--- config.mk ---
export PLATFORM = sky130hd
export DESIGN_NAME = sample_source_flat
export DESIGN_NICKNAME = d
export VERILOG_FILES = /design/src/rtl/sume_pkg.sv /design/src/rtl/sample_source_if.sv /design/src/rtl/sample_lfsr.sv /design/src/rtl/sample_source.sv /design/src/flat_wrapper.sv
export SDC_FILE = /design/constraint.sdc
export NUM_CORES = 1
export LEC_CHECK = 0
export ABC_AREA = 1
export CAP_MARGIN = 30
export CORE_UTILIZATION = 51
export CTS_BUF_LIST = sky130_fd_sc_hd__clkbuf_4
export DETAILED_ROUTE_END_ITERATION = 10
export GPL_TIMING_DRIVEN = 0
export PLACE_DENSITY = 0.78
export SKIP_CTS_REPAIR_TIMING = 1
export SLEW_MARGIN = 15
export SYNTH_ARGS = -nofsm -noshare
export SYNTH_HDL_FRONTEND = slang
export SYNTH_SLANG_ARGS = --single-unit
--- constraint.sdc ---
create_clock -name clk -period 2 [get_ports clk]
set_input_delay 0.5 -clock clk [delete_from_list [all_inputs] [get_ports clk]]
set_output_delay 0.5 -clock clk [all_outputs]
set_load 0.05 [all_outputs]
--- src/rtl/sume_pkg.sv ---
// Shared types and constants for the sample producer: FSM states, sample width, LFSR taps.
package sume_pkg;

    typedef enum logic [1:0] {
        IDLE   = 2'd0,
        STREAM = 2'd1,
        DONE   = 2'd2
    } src_state_t;

    localparam int SAMPLE_W = 4;

    // Right-shift Galois toggle mask for x^4 + x^3 + 1 (maximal length, period 15).
    localparam logic [3:0] LFSR_TAPS_4 = 4'b1100;

endpackage

--- src/rtl/sample_source_if.sv ---
// Sample stream valid/ready bundle; the producer uses the master modport, the consumer the slave.
interface sample_source_if
    import sume_pkg::*;
#(
    parameter int WIDTH = SAMPLE_W
);

    logic [WIDTH-1:0] sample;
    logic             sample_valid;
    logic             sample_ready;

    modport master (
        output sample,
        output sample_valid,
        input  sample_ready
    );

    modport slave (
        input  sample,
        input  sample_valid,
        output sample_ready
    );

endinterface

--- src/rtl/sample_lfsr.sv ---
// Combinational Galois LFSR advance plus seed-zero guard; only built when
// SAMPLE_SOURCE_LFSR_EN is defined.
`ifdef SAMPLE_SOURCE_LFSR_EN
module sample_lfsr
    import sume_pkg::*;
#(
    parameter int               WIDTH = SAMPLE_W,
    parameter logic [WIDTH-1:0] TAPS  = LFSR_TAPS_4
) (
    input  logic [WIDTH-1:0] cur_i,
    input  logic [WIDTH-1:0] seed_i,
    output logic [WIDTH-1:0] next_o,
    output logic [WIDTH-1:0] seed_o
);

    assign next_o = (cur_i >> 1) ^ (cur_i[0] ? TAPS : '0);

    // The all-zero state is a fixed point of the LFSR, so it can never be a seed.
    assign seed_o = (seed_i == '0) ? WIDTH'(1) : seed_i;

endmodule
`endif

--- src/rtl/sample_source.sv ---
// Producer of a fixed-length sample run over a valid/ready interface.
// Defining SAMPLE_SOURCE_LFSR_EN adds a mode input selecting an LFSR sequence.
module sample_source
    import sume_pkg::*;
#(
    parameter int WIDTH       = SAMPLE_W,
    parameter int NUM_SAMPLES = 10,
    parameter int CNT_W       = 8
) (
    input  logic                 clk,
    input  logic                 reset,
    input  logic                 start,
    input  logic                 stop,
`ifdef SAMPLE_SOURCE_LFSR_EN
    input  logic                 mode,
`endif
    input  logic [WIDTH-1:0]     start_val,
    input  logic [WIDTH-1:0]     step,
    sample_source_if.master      src,
    output logic                 busy,
    output logic                 done,
    output logic [CNT_W-1:0]     beat_cnt
);

    localparam logic [CNT_W-1:0] LAST_BEAT = CNT_W'(NUM_SAMPLES - 1);

    src_state_t       state_q, state_d;
    logic [WIDTH-1:0] sample_q, sample_d;
    logic [WIDTH-1:0] step_q, step_d;
    logic             valid_q, valid_d;
    logic             busy_q, busy_d;
    logic             done_q, done_d;
    logic [CNT_W-1:0] cnt_q, cnt_d;
    logic [WIDTH-1:0] first_val;
    logic [WIDTH-1:0] next_val;
    logic             xfer;

`ifdef SAMPLE_SOURCE_LFSR_EN
    logic             mode_q;
    logic [WIDTH-1:0] lfsr_next;
    logic [WIDTH-1:0] lfsr_seed;

    sample_lfsr #(.WIDTH(WIDTH)) u_lfsr (
        .cur_i  (sample_q),
        .seed_i (start_val),
        .next_o (lfsr_next),
        .seed_o (lfsr_seed)
    );

    always_ff @(posedge clk or negedge reset) begin
        if (!reset) begin
            mode_q <= 1'b0;
        end else if (state_q == IDLE && start) begin
            mode_q <= mode;
        end
    end

    assign first_val = mode ? lfsr_seed : start_val;
    assign next_val  = mode_q ? lfsr_next : sample_q + step_q;
`else
    assign first_val = start_val;
    assign next_val  = sample_q + step_q;
`endif

    assign xfer = valid_q & src.sample_ready;

    always_ff @(posedge clk or negedge reset) begin
        if (!reset) begin
            state_q  <= IDLE;
            sample_q <= '0;
            step_q   <= '0;
            valid_q  <= 1'b0;
            busy_q   <= 1'b0;
            done_q   <= 1'b0;
            cnt_q    <= '0;
        end else begin
            state_q  <= state_d;
            sample_q <= sample_d;
            step_q   <= step_d;
            valid_q  <= valid_d;
            busy_q   <= busy_d;
            done_q   <= done_d;
            cnt_q    <= cnt_d;
        end
    end

    always_comb begin
        state_d  = state_q;
        sample_d = sample_q;
        step_d   = step_q;
        valid_d  = valid_q;
        busy_d   = busy_q;
        done_d   = 1'b0;
        cnt_d    = cnt_q;

        unique case (state_q)
            IDLE: begin
                if (start) begin
                    state_d  = STREAM;
                    sample_d = first_val;
                    step_d   = step;
                    valid_d  = 1'b1;
                    busy_d   = 1'b1;
                    cnt_d    = '0;
                end
            end
            STREAM: begin
                if (xfer) begin
                    cnt_d = cnt_q + CNT_W'(1);
                end
                // A beat accepted alongside stop still counts, but stop suppresses done.
                if (stop) begin
                    state_d = IDLE;
                    valid_d = 1'b0;
                    busy_d  = 1'b0;
                end else if (xfer) begin
                    if (cnt_q == LAST_BEAT) begin
                        state_d = DONE;
                        valid_d = 1'b0;
                        busy_d  = 1'b0;
                        done_d  = 1'b1;
                    end else begin
                        sample_d = next_val;
                    end
                end
            end
            DONE: begin
                state_d = IDLE;
            end
            default: begin
                state_d = IDLE;
            end
        endcase
    end

    assign src.sample       = sample_q;
    assign src.sample_valid = valid_q;
    assign busy             = busy_q;
    assign done             = done_q;
    assign beat_cnt         = cnt_q;

endmodule
--- src/flat_wrapper.sv ---
// flat-port wrapper written by rule: the top's interface ports become plain ports
module sample_source_flat import sume_pkg::*;
#(
    parameter int WIDTH       = SAMPLE_W,
    parameter int NUM_SAMPLES = 10,
    parameter int CNT_W       = 8
)
  (clk, reset, start, stop, start_val, step, busy, done, beat_cnt, src_sample, src_sample_valid, src_sample_ready);
  sample_source_if #(.WIDTH(WIDTH)) src_i ();
  input  logic clk;
  input  logic reset;
  input  logic start;
  input  logic stop;
  input  logic [WIDTH-1:0] start_val;
  input  logic [WIDTH-1:0] step;
  output logic busy;
  output logic done;
  output logic [CNT_W-1:0] beat_cnt;
  output wire logic [$bits(src_i.sample)-1:0] src_sample;
  output wire logic [$bits(src_i.sample_valid)-1:0] src_sample_valid;
  input wire logic [$bits(src_i.sample_ready)-1:0] src_sample_ready;
  assign src_sample = src_i.sample;
  assign src_sample_valid = src_i.sample_valid;
  assign src_i.sample_ready = src_sample_ready;
  sample_source #(.WIDTH(WIDTH), .NUM_SAMPLES(NUM_SAMPLES), .CNT_W(CNT_W)) u_core (.clk(clk), .reset(reset), .start(start), .stop(stop), .start_val(start_val), .step(step), .src(src_i), .busy(busy), .done(done), .beat_cnt(beat_cnt));
endmodule
==> results of run 1 <==
## layout by cell type (no fill, tap or decap)
cell              n
inv_1            21
fa_1              1
o21ai_1           5
o22ai_1           1
buf_4             2
inv_2             5
or2_2             1
clkbuf_4          3
o21bai_1          1
nand2_4           1
nand3b_1          1
ha_1              5
nor2_2            3
dfrtp_1          20
o21ai_0           5
clkdlybuf4s50_1  13
a21oi_1           4
nand4_1           4
clkinv_1          1
buf_6             2
nand2_2           5
nand3_1          14
nor3_1            2
nor2_1            7
or2_0             1
nand2_1          48
dlymetal6s2s_1   14
## kinds of logic (layout without fill, tap and decap cells)
| group | Yosys count | after routing | share of synthesized area |
|---|---|---|---|
| compound gates | 16 | 16 | 0.07082 |
| buf+inv | 29 | 61 | 0.1047 |
| flops | 20 | 20 | 0.4228 |
| simple gates | 87 | 87 | 0.3319 |
| fa+ha+maj | 6 | 6 | 0.06977 |
## registers in the layout (all words and copies together), names as in the netlist
name                     count
u_core.beat_cnt              8
u_core.src.sample_valid      1
u_core.done                  1
u_core.state_q               2
u_core.src.sample            4
u_core.step_q                4
## final cells by class
class	count	area (um2)	share of cell area
timing repair buffer	28	316.6	0.2027
tap	28	35.03	0.02244
sequential	20	500.5	0.3205
buffer	3	26.28	0.01683
multi-input combinational	109	559.3	0.3582
inverter	26	97.59	0.06250
clock buffer	3	22.52	0.01442
clock inverter	1	3.754	0.002404
## worst min-delay path by stage
stage,slack [ns],endpoint,depth (start not counted)
2_1_floorplan,0.20,u_core.beat_cnt[0],0
3_3_place_gp,0.48,u_core.step_q[0],2
3_5_place_dp,0.47,u_core.step_q[0],2
4_1_cts,0.50,u_core.step_q[0],2
5_1_grt,0.47,u_core.beat_cnt[6],1
6_report,0.45,u_core.beat_cnt[6],1
## report_power, final
| group | switching, mW | leakage [nW] | internal [mW] | total, mW |
|---|---|---|---|---|
| registers | 0.0690 | 0.262 | 0.472 | 0.541 |
| logic | 0.429 | 0.715 | 0.246 | 0.675 |
| clock network | 0.129 | 0.0154 | 0.0725 | 0.201 |
| total | 0.627 | 0.992 | 0.791 | 1.42 |
## layer usage
| metal | wire (um) | vias to the layer above | GRT usage |
|---|---|---|---|
| met4 | 12 | 0 | 0.05238 |
| met3 | 110 | 2 | 0.03636 |
| met1 | 1180 | 524 | 0.3104 |
| li1 | - | 565 | - |
| met2 | 1277 | 23 | 0.3778 |
| met5 | 0 | - | 0 |
==> insert_results.sql, run 1 <==
INSERT INTO impl_metrics (metric_group, metric, value, unit) VALUES
('placed_design', 'post_dp_cell_area', '1489', 'um2'),
('outcome', 'status', 'finished clean', ''),
('critical_path', 'cpLargestDelayFamily', 'buffers and inverters', ''),
('critical_path', 'critical_path_destination', 'done', ''),
('power_and_ir_drop', 'power_density', '908.0', 'nW/um2'),
('drt', 'vias_per_cell', '5.110', ''),
('critical_path', 'ff2ff_setup_slack', '0.45', 'ns'),
('critical_path', 'slowest_stage', 'clkdlybuf4s50_1', ''),
('global_route', 'grt_pass1_wl', '4353', 'um'),
('critical_path', 'number_of_buffers_and_inverters_on_the_critical_path', '1', ''),
('synth', 'netlist_area', '1184', 'um2'),
('floorplan', 'die_h', '50.18', 'um'),
('sta', 'hold_violations', '0', ''),
('synth', 'synthesis.instances', '158', ''),
('critical_path', 'critPathKind', 'reg2out', ''),
('global_route', 'grt_ovf', '0', ''),
('cts', 'clock_buffer_count_from_cts', '3', ''),
('sta', 'worstMarginPinSlew', '0.5137', 'ns'),
('sta', 'relSlewSlack', '0.6570', ''),
('synth', 'synthTopCellsByArea', 'dfrtp_1 42%, nand2_1 15%, inv_1 6.7%', ''),
('critical_path', 'cp.depth', '1', ''),
('finish', 'layout-drive-gt1-share', '0.1158', ''),
('critical_path', 'timing.reg2reg.worst_path_depth', '9', ''),
('sta', 'setup_total_negative_slack', '0', 'ns'),
('finish', 'post_layout_nonfiller_instances', '218', ''),
('sta', 'final.min_clock_period', '1.941', 'ns'),
('synth', 'synth.yosys.seq_area_share', '0.4228', ''),
('drt', 'postRouteAntennaNets', '0', ''),
('synth', 'post_synth_num_cell_types', '23', ''),
('sta', 'setup_viol_count_final', '0', ''),
('synth', 'syn_nets', '177', ''),
('placed_design', 'gpl.final_weighted_congestion', '0.8943', ''),
('cts', 'tritoncts_clock_tree', 'yes', ''),
('synth', 'synth_seq_cells', '20', ''),
('critical_path', 'r2r-start', 'u_core.src.sample[0]', ''),
('floorplan', 'initial_core_util', '0.5403', ''),
('critical_path', 'worstPathArrival', '1.44', 'ns'),
('critical_path', 'r2r_end', 'u_core.src.sample[2]', ''),
('floorplan', 'fp.dieW', '50.18', 'um'),
('cts', 'cts.root.buffer_cell', 'clkbuf_4', ''),
('sta', 'grt_setup_unrepaired', 'no', ''),
('synth', 'postSynthAreaPerCell', '7.491', 'um2'),
('synth', 'post-synth-top-count-cell', 'nand2_1', ''),
('cts', 'tritoncts_num_sinks', '20', ''),
('finish', 'antenna_cells', '0', ''),
('placed_design', 'placed_instances', '213', ''),
('run', 'maxcap_viol_count', '0', ''),
('critical_path', 'crit_path_launch', 'u_core.done', ''),
('placed_design', 'dp_slack', '0.2067', 'ns'),
('synth', 'synth_ff_type', 'dfrtp_1', ''),
('placed_design', 'detailedPlacementHpwl', '1935', 'um'),
('finish', 'areaGrowthSynthToFinish', '31.92', '%'),
('critical_path', 'critical-path-max-stage-delay', '0.80', 'ns'),
('floorplan', 'fp.coreArea', '2191', 'um2'),
('synth', 'synth_edf_count', '0', ''),
('sta', 'postLayoutSetupSlackWorst', '0.05872', 'ns'),
('finish', 'final_net_count', '210', ''),
('sta', 'drv_slew', '0', ''),
('synth', 'synth_top_cell_by_area', 'dfrtp_1', ''),
('cts', 'h-tree-depth', '1', ''),
('sta', 'timing.final.crit_share', '0.9706', ''),
('placed_design', 'port-buffer-count', '27', ''),
('drt', 'drt_drc_violations_left', '0', ''),
('cts', 'worst_skew_pair.late_latency', '0.30', 'ns'),
('cts', 'clkTransAtPathRegs', '0.12', 'ns'),
('floorplan', 'floorplan.die_area', '2518', 'um2'),
('critical_path', 'cp_cell_sequence', 'clkdlybuf4s50_1', ''),
('drt', 'via_count', '1114', ''),
('drt', 'wirelength', '2581', 'um'),
('finish', 'final_area', '1562', 'um2'),
('cts', 'clockBufferDepth', '2', '');
Note: power is estimated with default switching activity, not from simulation.
==> inputs of run 2 (changes only) <==
PLACE_DENSITY = 0.93   (was 0.78)
==> run 2 against run 1 <==
Net effect: sequential cell count unchanged; global-route usage up 0.26 points; count of clock-buffer cells in the layout unchanged; cell count unchanged; die area unchanged; setup slack better by 0.21 ns; highest routed layer unchanged; combinational power down 0.6%; clock skew down 0.0016 ns; register-to-register slack about the same.
==> insert_results.sql, run 2 (synthesis gave the netlist of run 1 again) <==
INSERT INTO impl_metrics (metric_group, metric, value, unit) VALUES
('placed_design', 'detailedPlacementHpwl', '1868', 'um'),
('critical_path', 'cp-start-kind', 'flip-flop', ''),
('critical_path', 'cpLargestDelayFamily', 'flip-flops', ''),
('sta', 'drv_slew', '0', ''),
('critical_path', 'cp_cell_sequence', 'dlymetal6s2s_1', ''),
('global_route', 'grt_ovf', '0', ''),
('drt', 'drt_drc_violations_left', '0', ''),
('critical_path', 'number_of_buffers_and_inverters_on_the_critical_path', '1', ''),
('placed_design', 'port-buffer-count', '27', ''),
('sta', 'clock-skew-final', '0.005550', 'ns'),
('critical_path', 'ff2ff_setup_slack', '0.44', 'ns'),
('critical_path', 'critical-path-max-stage-delay', '0.48', 'ns'),
('placed_design', 'gpl.final_weighted_congestion', '0.8179', ''),
('finish', 'layout_commonest_cell', 'nand2_1', ''),
('hold_path', 'min-delay-path-class', 'in2async', ''),
('power_and_ir_drop', 'p_leak', '1.013', 'nW'),
('power_and_ir_drop', 'share_comb_of_total_power', '0.482', ''),
('drt', 'wirelength', '2448', 'um'),
('floorplan', 'floorplan.die_area', '2518', 'um2'),
('sta', 'postLayoutSetupSlackWorst', '0.2705', 'ns'),
('power_and_ir_drop', 'p_int', '0.7891', 'mW'),
('floorplan', 'pin_count', '28', ''),
('power_and_ir_drop', 'power.net_switching', '0.6028', 'mW'),
('global_route', 'first_global_vias', '1089', ''),
('drt', 'postRouteAntennaNets', '0', ''),
('cts', 'h-tree-depth', '1', ''),
('sta', 'setup_viol_count_final', '0', ''),
('drt', 'drt_first_pass_iters', '4', ''),
('cts', 'tritoncts_num_sinks', '20', ''),
('critical_path', 'critical_path_required', '1.50', 'ns'),
('power_and_ir_drop', 'p_total', '1.392', 'mW'),
('finish', 'layout-drive-gt1-share', '0.1158', ''),
('power_and_ir_drop', 'clock_power_share', '0.133', ''),
('sta', 'grt_setup_unrepaired', 'no', ''),
('power_and_ir_drop', 'max-vdd-ir-drop', '742.6', 'uV'),
('drt', 'vias_per_cell', '4.940', ''),
('floorplan', 'die_h', '50.18', 'um'),
('floorplan', 'placementRows', '17', ''),
('critical_path', 'timing.critical_path.fanout_max', '8', ''),
('sta', 'relSlewSlack', '0.6553', ''),
('power_and_ir_drop', 'power_density', '887.8', 'nW/um2'),
('outcome', 'status', 'finished clean', ''),
('global_route', 'grt_max_degree', '21', ''),
('finish', 'final_net_count', '210', ''),
('floorplan', 'initial_core_util', '0.5403', ''),
('critical_path', 'timing.reg2reg.worst_path_depth', '9', ''),
('cts', 'worst_skew_pair.late_latency', '0.29', 'ns'),
('sta', 'worstMarginPinSlew', '0.5162', 'ns'),
('global_route', 'grt_antenna_before_repair', '0', ''),
('critical_path', 'worstPathArrival', '1.23', 'ns'),
('placed_design', 'post_dp_cell_area', '1489', 'um2'),
('sta', 'timing.final.crit_share', '0.8647', ''),
('floorplan', 'fp.coreArea', '2191', 'um2'),
('cts', 'clockBufferDepth', '2', ''),
('sta', 'max_clock_freq', '578.2', 'MHz'),
('finish', 'largest_register_ffs', '8', ''),
('critical_path', 'endpoint_kind', 'output pin', ''),
('global_route', 'grt_util_all_layers', '0.2304', ''),
('drt', 'drt_first_iter_violations', '15', ''),
('power_and_ir_drop', 'power.sequential.fraction', '0.385', ''),
('critical_path', 'slowest_stage', 'dfrtp_1', ''),
('finish', 'areaGrowthSynthToFinish', '32.45', '%'),
('critical_path', 'critPathKind', 'reg2out', ''),
('cts', 'clkTransAtPathRegs', '0.11', 'ns'),
('cts', 'tritoncts_clock_tree', 'yes', ''),
('finish', 'final_area', '1568', 'um2'),
('cts', 'cts.root.buffer_cell', 'clkbuf_4', ''),
('critical_path', 'r2r_end', 'u_core.src.sample[2]', ''),
('global_route', 'grt_pass1_wl', '4360', 'um'),
('finish', 'antenna_cells', '0', ''),
('finish', 'layout.filler_cells', '174', ''),
('placed_design', 'dp_slack', '0.2107', 'ns'),
('run', 'maxcap_viol_count', '0', ''),
('floorplan', 'fp.dieW', '50.18', 'um'),
('sta', 'hold_violations', '0', ''),
('power_and_ir_drop', 'power_switching_share', '0.4331', ''),
('cts', 'clock_buffer_count_from_cts', '3', ''),
('finish', 'final_cell_mix', '48 x nand2_1, 21 x inv_1, 20 x dfrtp_1', ''),
('critical_path', 'r2r-start', 'u_core.src.sample[0]', ''),
('drt', 'route.detailed.wl_per_inst', '11.23', 'um'),
('drt', 'via_count', '1077', ''),
('sta', 'final.min_clock_period', '1.729', 'ns');
## run 2: cell types whose count changed in the layout (fill, tap and decap cells not counted)
cell             delta
buf_8               +1
buf_6               -1
dlymetal6s2s_1      +1
clkdlybuf4s50_1     -1
## run 2: area by class of cell
cell class	count	area, um2	area share
multi-input cells	109	559.3	0.3567
flip-flops and latches	20	500.5	0.3192
repair buffers	28	322.8	0.2059
inverters	26	97.59	0.06225
well taps	28	35.03	0.02235
plain buffers	3	26.28	0.01676
clock buffers	3	22.52	0.01437
clock inverters	1	3.754	0.002394
## run 2: metal layers
layer  wire (um)  vias to the layer above  GRT usage
li1            -                      560          -
met4          13                        0    0.06667
met1        1071                      485     0.2731
met3         115                        2    0.03939
met5           0                        -          0
met2        1246                       30     0.4200
## run 2: metrics by stage
stage,hold slack (ns),cells,TNS [ns],util
after floorplan,0.2044,158,0,-
after global placement,0.4758,213,0,0.6796
after detailed placement,0.4777,213,0,0.6796
after CTS,0.5052,217,-0.7839,0.6916
after global routing,0.3877,218,0,0.7156
final,0.3963,218,0,0.7156
## run 2: power groups by stage
stage,logic (mW),clock network [mW],registers [mW]
after floorplan,0.303,0,0.706
after global placement,0.657,0,0.542
after detailed placement,0.675,0,0.547
after CTS,0.678,0.192,0.539
after global routing,0.749,0.211,0.548
final,0.671,0.184,0.537
## run 2: worst max path at each step
stage	from	endpoint	slack [ns]	cells after the start
detailed placement	u_core.beat_cnt[0]	beat_cnt[0]	0.21	1
global route	u_core.beat_cnt[0]	beat_cnt[0]	0.20	1
finish	u_core.beat_cnt[0]	beat_cnt[0]	0.27	1
global placement	u_core.src.sample_valid	src_sample_valid	0.22	2
floorplan	u_core.src.sample[0]	u_core.src.sample[2]	0.23	9
CTS	u_core.beat_cnt[0]	beat_cnt[0]	-0.13	1
